==> src/rtl/alu_exec.sv <==
// Registered execute stage of the 4-bit ALU datapath: adds the conditioned operands
// through a two-entry valid/ready pipeline and keeps a transfer counter and sticky overflow.
module alu_exec #(
  parameter int WIDTH = 4
) (
  input  logic             clk,
  input  logic             reset,
  input  logic [WIDTH-1:0] AMod,
  input  logic [WIDTH-1:0] BMod,
  input  logic [2:0]       Op,
  input  logic             in_valid,
  output logic             in_ready,
  output logic [WIDTH-1:0] Result,
  output logic             C,
  output logic             Z,
  output logic             N,
  output logic             V,
  output logic             out_valid,
  input  logic             out_ready,
  output logic [7:0]       op_count,
  output logic             sticky_v,
  input  logic             clr_sticky
);

  logic [WIDTH-1:0] s1_a;
  logic [WIDTH-1:0] s1_b;
  logic             s1_cin;
  logic             s1_valid;
  logic             s2_valid;

  logic             accept;
  logic             advance;
  logic             out_xfer;

  logic [WIDTH:0]   sum;
  logic [WIDTH-1:0] res_d;
  logic             c_d;
  logic             z_d;
  logic             n_d;
  logic             v_d;

  // in_ready looks at out_ready directly so a full pipe still streams at one op per cycle.
  assign in_ready  = !reset && (!s1_valid || !s2_valid || out_ready);
  assign accept    = in_valid && in_ready;
  assign advance   = s1_valid && (!s2_valid || out_ready);
  assign out_xfer  = s2_valid && out_ready;
  assign out_valid = s2_valid;

  // NOTE: every output of an always_comb gets a default first so no path can infer a latch.
  always_comb begin
    sum   = '0;
    res_d = '0;
    c_d   = 1'b0;
    z_d   = 1'b0;
    n_d   = 1'b0;
    v_d   = 1'b0;
    sum   = {1'b0, s1_a} + {1'b0, s1_b} + {{WIDTH{1'b0}}, s1_cin};
    res_d = sum[WIDTH-1:0];
    c_d   = sum[WIDTH];
    z_d   = (res_d == '0);
    n_d   = res_d[WIDTH-1];
    v_d   = (s1_a[WIDTH-1] == s1_b[WIDTH-1]) && (res_d[WIDTH-1] != s1_a[WIDTH-1]);
  end

  // NOTE: s1 operand registers carry no reset; s1_valid alone decides whether they mean anything.
  always_ff @(posedge clk) begin
    if (accept) begin
      s1_a   <= AMod;
      s1_b   <= BMod;
      s1_cin <= (Op == 3'b001);
    end
  end

  // NOTE: sequential state uses non-blocking assignments so every register samples pre-edge values.
  always_ff @(posedge clk) begin
    if (reset) begin
      s1_valid <= 1'b0;
      s2_valid <= 1'b0;
      Result   <= '0;
      C        <= 1'b0;
      Z        <= 1'b0;
      N        <= 1'b0;
      V        <= 1'b0;
      op_count <= '0;
      sticky_v <= 1'b0;
    end else begin
      if (accept) begin
        s1_valid <= 1'b1;
      end else if (advance) begin
        s1_valid <= 1'b0;
      end

      // Output registers only load on advance, so they hold steady under backpressure.
      if (advance) begin
        s2_valid <= 1'b1;
        Result   <= res_d;
        C        <= c_d;
        Z        <= z_d;
        N        <= n_d;
        V        <= v_d;
      end else if (out_xfer) begin
        s2_valid <= 1'b0;
      end

      if (out_xfer) begin
        op_count <= op_count + 8'd1;
      end

      // A same-cycle overflow transfer beats the clear request.
      if (out_xfer && V) begin
        sticky_v <= 1'b1;
      end else if (clr_sticky) begin
        sticky_v <= 1'b0;
      end
    end
  end

endmodule

==> config.mk <==
export PLATFORM = sky130hd
export DESIGN_NAME = alu_exec
export DESIGN_NICKNAME = d
export VERILOG_FILES = /design/src/rtl/alu_exec.sv
export SDC_FILE = /design/constraint.sdc
export NUM_CORES = 1
export LEC_CHECK = 0
export ABC_AREA = 1
export BUFFER_PORTS_ARGS = -buffer_cell sky130_fd_sc_hd__buf_2
export CORE_MARGIN = 1
export CORE_UTILIZATION = 50
export DETAILED_ROUTE_END_ITERATION = 8
export PLACE_DENSITY = 0.82
export REMOVE_ABC_BUFFERS = 1
export SLEW_MARGIN = 20
export SYNTH_ARGS = -nofsm -noshare
export SYNTH_HDL_FRONTEND = slang
export SYNTH_SLANG_ARGS = --single-unit
==> constraint.sdc <==
create_clock -name clk -period 2.9 [get_ports clk]
set_clock_uncertainty 0.05 [all_clocks]
set_input_delay 0.58 -clock clk [delete_from_list [all_inputs] [get_ports clk]]
set_output_delay 0.58 -clock clk [all_outputs]
set_load 0.03 [all_outputs]
==> results of run 1 <==
[power by group through the flow]
stage | clock network, µW | logic [µW] | registers, µW
2_1_floorplan | 0 | 47.1 | 442
3_3_place_gp | 0 | 96.1 | 424
3_5_place_dp | 0 | 99.2 | 424
4_1_cts | 169 | 99.5 | 416
5_1_grt | 186 | 111 | 418
6_report | 160 | 98.9 | 416
[critical path, cell delays in order, from the launching register on]
cell      delay [ns]
edfxtp_1        0.35
inv_1           0.05
fa_1            0.42
inv_1           0.11
fa_1            0.42
nand3b_1        0.19
nor2_1          0.10
nand2_1         0.06
a21oi_1         0.11
[final timing paths]
path / startpoint / end / depth (start not counted)
setup reg to reg: s1_a[0] / Z / 8
hold reg to reg: sticky_v / sticky_v / 2
hold / removal: BMod[3] / s1_b[3] / 1
setup / recovery: s1_a[0] / Z / 8
[cell usage after synthesis]
master    instances
fa_1              2
buf_4             2
nand3_2           1
nand3_1           8
a21oi_1           9
nand3b_1          2
inv_2             1
ha_1              4
nand2_4           1
nand2_1          31
inv_1            21
buf_2             1
o21ai_1           1
a31oi_1           1
nand4_1           1
clkinv_2          1
nor3_1            2
edfxtp_1          9
dfxtp_1          18
nor3b_1           2
nor2_4            2
nor2_1           19
o211a_1           1
o21ai_0           5
[area by class of cell]
cell class              instances  area [µm²]  area share
clock buffers                   3        22.5      0.0155
clock inverters                 1        5.00     0.00343
inverters                      23        87.6      0.0601
multi-input cells              92         499       0.342
flip-flops and latches         27         631       0.433
well taps                      28        35.0      0.0240
repair buffers                 35         178       0.122
[routing by layer]
layer / track usage / wire length [µm] / up-vias
met2: 0.320 / 1120 / 24
met3: 0.0351 / 87 / 5
met1: 0.208 / 877 / 474
met5: 0 / 0 / -
met4: 0.108 / 46 / 0
li1: - / - / 531
[kinds of logic after synthesis]
kind of cell | share of synthesized area
DFF | 0.510
AOI/OAI and AO/OA | 0.0738
and+or+nand+nor | 0.257
buffers and inverters | 0.0869
adders and majority gates | 0.0728
[metrics by stage]
step / power, µW / instance area (µm²) / utilization / setup WS (ns)
2_1_floorplan: 489 / 1220 / - / 0.948
3_3_place_gp: 520 / 1430 / 0.628 / 1.06
3_5_place_dp: 523 / 1430 / 0.628 / 1.01
4_1_cts: 684 / 1460 / 0.640 / 0.998
5_1_grt: 715 / 1460 / 0.640 / 0.821
6_report: 675 / 1460 / 0.640 / 0.999
[state kept, by name (all words and copies together), names as in the netlist]
signal,count
C,1
Result,4
V,1
Z,1
op_count,8
out_valid,1
s1_a,4
s1_b,4
s1_cin,1
s1_valid,1
sticky_v,1
==> run_results.csv, run 1 <==
group,metric,value,unit
run_status,status,"finished clean",
clock_tree,cts_tree,"yes",
clock_tree,clk_pin_slew,0.14,ns
routing,wl_per_cell,10.2,µm
synth,synth_cell_types,24,
routing,drt-vias-per-instance,4.95,
routing,ant_nets,0,
global_routing,grt_first_pass_wirelength,3590,µm
placed_design,dp_hpwl,1680,µm
floorplan,die_h,51.8,µm
sta,fin_tns_setup,0,ns
finish,final_common_cell,"buf_2",
setup_path,worst-setup-path-type,"reg -> reg",
finish,nNetsFinal,204,
synth,synth_top_area_frac,0.291,
sta,maxSlewViolCount,0,
power_and_ir_drop,leakagePower,0.000718,µW
floorplan,dieArea,0.00268,mm²
sta,rsz0062_at_grt,"false",
power_and_ir_drop,powerDensity,463,mW/mm²
sta,finalSetupViolCount,0,
routing,wirelength,2130,µm
global_routing,antenna_found_initial,0,
power_and_ir_drop,ir_drop,0.324,mV
synth,yosysWarnings,0,
power_and_ir_drop,power_frac_seq,0.616,
clock_tree,cts_made_buffers,3,
setup_path,arrival,2.13,ns
finish,drive_above_1_share,0.249,
floorplan,start_util,0.544,
floorplan,core,0.00228,mm²
finish,antenna_cells,0,
setup_path,critPathCaptureType,"flip-flop",
clock_tree,post_cts_resized,0,
sta,period_minus_slack,1.90,ns
power_and_ir_drop,p_int,494,µW
synth,synth_largest_area_cell,"dfxtp_1",
finish,areaGrowthSynthToFinish,17.8,%
setup_path,ff2ff_setup_slack,1.0,ns
power_and_ir_drop,p_sw_frac,0.267,
finish,final_cell_mix,"buf_2 (34), nand2_1 (31), inv_1 (21)",
sta,hold_viol,0,
routing,drcViolationCount,0,
finish,stdcell_count,209,
sta,clock.fmax,526,MHz
power_and_ir_drop,p_comb_frac,0.146,
sta,slew-limit-headroom,0.791,
power_and_ir_drop,clockPowerShare,0.237,
clock_tree,clockBufferDepth,2,
setup_path,cp-start-kind,"flip-flop",
synth,syn_area,0.00124,mm²
setup_path,worstPathMaxFanout,3,
synth,yosys-top-cells-area,"dfxtp_1 (29%), edfxtp_1 (22%), nand2_1 (9.4%), inv_1 (6.4%), nor2_1 (5.8%)",
clock_tree,numClockSinks,27,
placed_design,port_buffers,34,
synth,synth_area_per_cell,8.53,µm²
global_routing,grt_start_max_net_pins,16,
sta,tightest_slew,0.314,ns
floorplan,row_count,17,
global_routing,globalRouteOverflowTotal,0,
placed_design,dp.cells,205,
routing,dr.pass1.iters,4,
sta,hold_ws,0.362,ns
synth,ys_seq_area_frac,0.510,
floorplan,die_width,51.8,µm
global_routing,groute.usage.overall,0.184,
synth,ys_ff_latch,27,
sta,min_period_over_period,0.655,
worst_hold_path,hold_path_class,"in -> reg",
clock_tree,postCtsHoldBufs,0,
routing,drt_iter0_markers,19,
job,cap_violations,0,
clock_tree,htree_levels,1,
placed_design,gp_congestion,0.848,
floorplan,io_pins,35,
finish,fillers,187,
clock_tree,cts_setup_buffers,0,
routing,vias,1034,
setup_path,crit_required,3.13,ns
clock_tree,cts-root-buf,"clkbuf_4",
synth,syn_inst,145,
global_routing,grt_pass1_vias,920,
clock_tree,clkLatencyLatePin,0.33,ns
power_and_ir_drop,power_switching,180,µW
Power figures use the tool's default switching activity.
==> run 2: changes to the inputs <==
Settings changed: CORE_UTILIZATION 50 to 45, PLACE_DENSITY 0.82 to 0.78.
Clock period 2.9 ns to 1.56 ns, I/O delays scaled along.
==> run 2 against run 1 <==
The flow now finishes with violations (setup timing). Power up 88%. Sequential power is 86% higher. Fmax increased by 4.1%. Global-route usage is 1.3 points lower. Non-clock buffer count increased by 2. Combinational power is 99% higher. Final area is 3.0% higher. Highest routed layer unchanged.
==> run_results.csv, run 2 (synthesized netlist as in run 1, its figures left out) <==
group,metric,value,unit
power_and_ir_drop,powerDensity,847,mW/mm²
clock_tree,cts-root-buf,"clkbuf_4",
finish,areaGrowthSynthToFinish,21.3,%
setup_path,worstPathMaxFanout,2,
floorplan,dieArea,0.00296,mm²
routing,drt-vias-per-instance,4.87,
finish,antenna_cells,0,
finish,regMostFlops,"op_count",
clock_tree,clk_pin_slew,0.15,ns
placed_design,dp_hpwl,1820,µm
floorplan,die_h,54.4,µm
routing,ant_nets,0,
setup_path,crit_required,1.78,ns
sta,maxSlewViolCount,0,
sta,period_minus_slack,1.83,ns
routing,drcViolationCount,0,
clock_tree,clkLatencyLatePin,0.32,ns
global_routing,grt_first_pass_wirelength,3650,µm
routing,wl_per_cell,10.8,µm
job,cap_violations,0,
finish,drive_above_1_share,0.322,
global_routing,globalRouteOverflowTotal,0,
sta,slew-limit-headroom,0.774,
clock_tree,cts_made_buffers,3,
placed_design,placed_area,0.00144,mm²
sta,hold_viol,0,
placed_design,port_buffers,34,
clock_tree,cts_tree,"yes",
floorplan,die_width,54.4,µm
global_routing,groute.usage.overall,0.171,
clock_tree,clockBufferDepth,2,
finish,multiInputGateArea,523,µm²
finish,final_common_cell,"buf_2",
routing,vias,1038,
setup_path,critPathCaptureType,"flip-flop",
setup_path,arrival,2.05,ns
clock_tree,postCtsHoldBufs,0,
placed_design,gp_congestion,0.830,
clock_tree,htree_levels,1,
finish,regArea,633,µm²
worst_hold_path,hold_path_class,"in -> reg",
global_routing,antenna_found_initial,0,
sta,rsz0062_at_grt,"true",
global_routing,grt_pass1_vias,984,
worst_hold_path,hold_path_depth,1,
run_status,status,"finished, violations left",
floorplan,row_count,18,
power_and_ir_drop,leakagePower,0.000728,µW
finish,largest_register_ffs,8,
floorplan,core,0.00254,mm²
sta,finalSetupViolCount,3,
floorplan,io_pins,35,
setup_path,cp-start-kind,"flip-flop",
setup_path,reg2regPathDepth,8,
routing,drt_iter0_markers,17,
run_status,failed_checks,"setup timing",
finish,final_cell_mix,"buf_2 (34), nand2_1 (27), inv_1 (19)",
routing,wirelength,2300,µm
power_and_ir_drop,ir_drop,0.619,mV
sta,clock.fmax,548,MHz
routing,dr.pass1.iters,4,
sta,tightest_slew,0.338,ns
finish,fin_util,0.590,
finish,stdcell_count,213,
placed_design,dp.cells,208,
clock_tree,numClockSinks,27,
global_routing,grt_start_max_net_pins,16,
finish,fin_area,0.00150,mm²
finish,fillers,242,
setup_path,worst-setup-path-type,"reg -> reg",
floorplan,start_util,0.486,
finish,nNetsFinal,206,
sta,min_period_over_period,1.17,
sta,worst_slack,-0.266,ns
-- run 2: power breakdown --
part	internal [µW]	switching (µW)
Sequential	757	17.1
Clock	95.9	204
Combinational	72.7	125
-- run 2: final timing paths --
path	from	end	slack, ns
max reg2reg	s1_a[0]	Z	-0.27
max	s1_a[0]	Z	-0.27
min reg2reg	op_count[6]	op_count[6]	0.42
min	BMod[0]	s1_b[0]	0.10
-- run 2: cell type report --
cell class | instances | area share
clock inverter | 1 | 0.00333
timing repair buffer | 37 | 0.128
inverter | 23 | 0.0583
sequential | 27 | 0.422
multi-input combinational | 92 | 0.348
tap | 30 | 0.0250
clock buffer | 3 | 0.0150
-- run 2: metrics by stage --
stage | setup WS (ns) | hold slack, ns | setup TNS, ns | total power (µW)
finish | -0.266 | 0.102 | -0.483 | 1270
global route | -0.371 | 0.0701 | -1.02 | 1340
CTS | -0.280 | 0.0952 | -0.564 | 1270
detailed placement | -0.321 | 0.407 | -0.620 | 978
global placement | -0.218 | 0.399 | -0.345 | 969
floorplan | -0.254 | 0.331 | -2.60 | 910
-- run 2: critical path, stage by stage, from the launching register on --
cell	delay, ns
edfxtp_1	0.37
inv_2	0.05
fa_2	0.38
inv_2	0.07
fa_1	0.40
nand3b_1	0.19
nor2_1	0.10
nand2_1	0.07
a21oi_2	0.11
-- run 2: metal layers --
| layer | track usage | part of all wire |
|---|---|---|
| met5 | 0 | 0 |
| met4 | 0.0726 | 0.0065 |
| met3 | 0.0278 | 0.037 |
| met2 | 0.337 | 0.53 |
| met1 | 0.174 | 0.42 |
-- run 2: timing repair --
action,4_1_cts,5_1_grt
buffers inserted,0,1
setup endpoints to repair,5,6
resized for setup,4,8
endpoints found under the hold margin,0,0
pin swaps,0,3
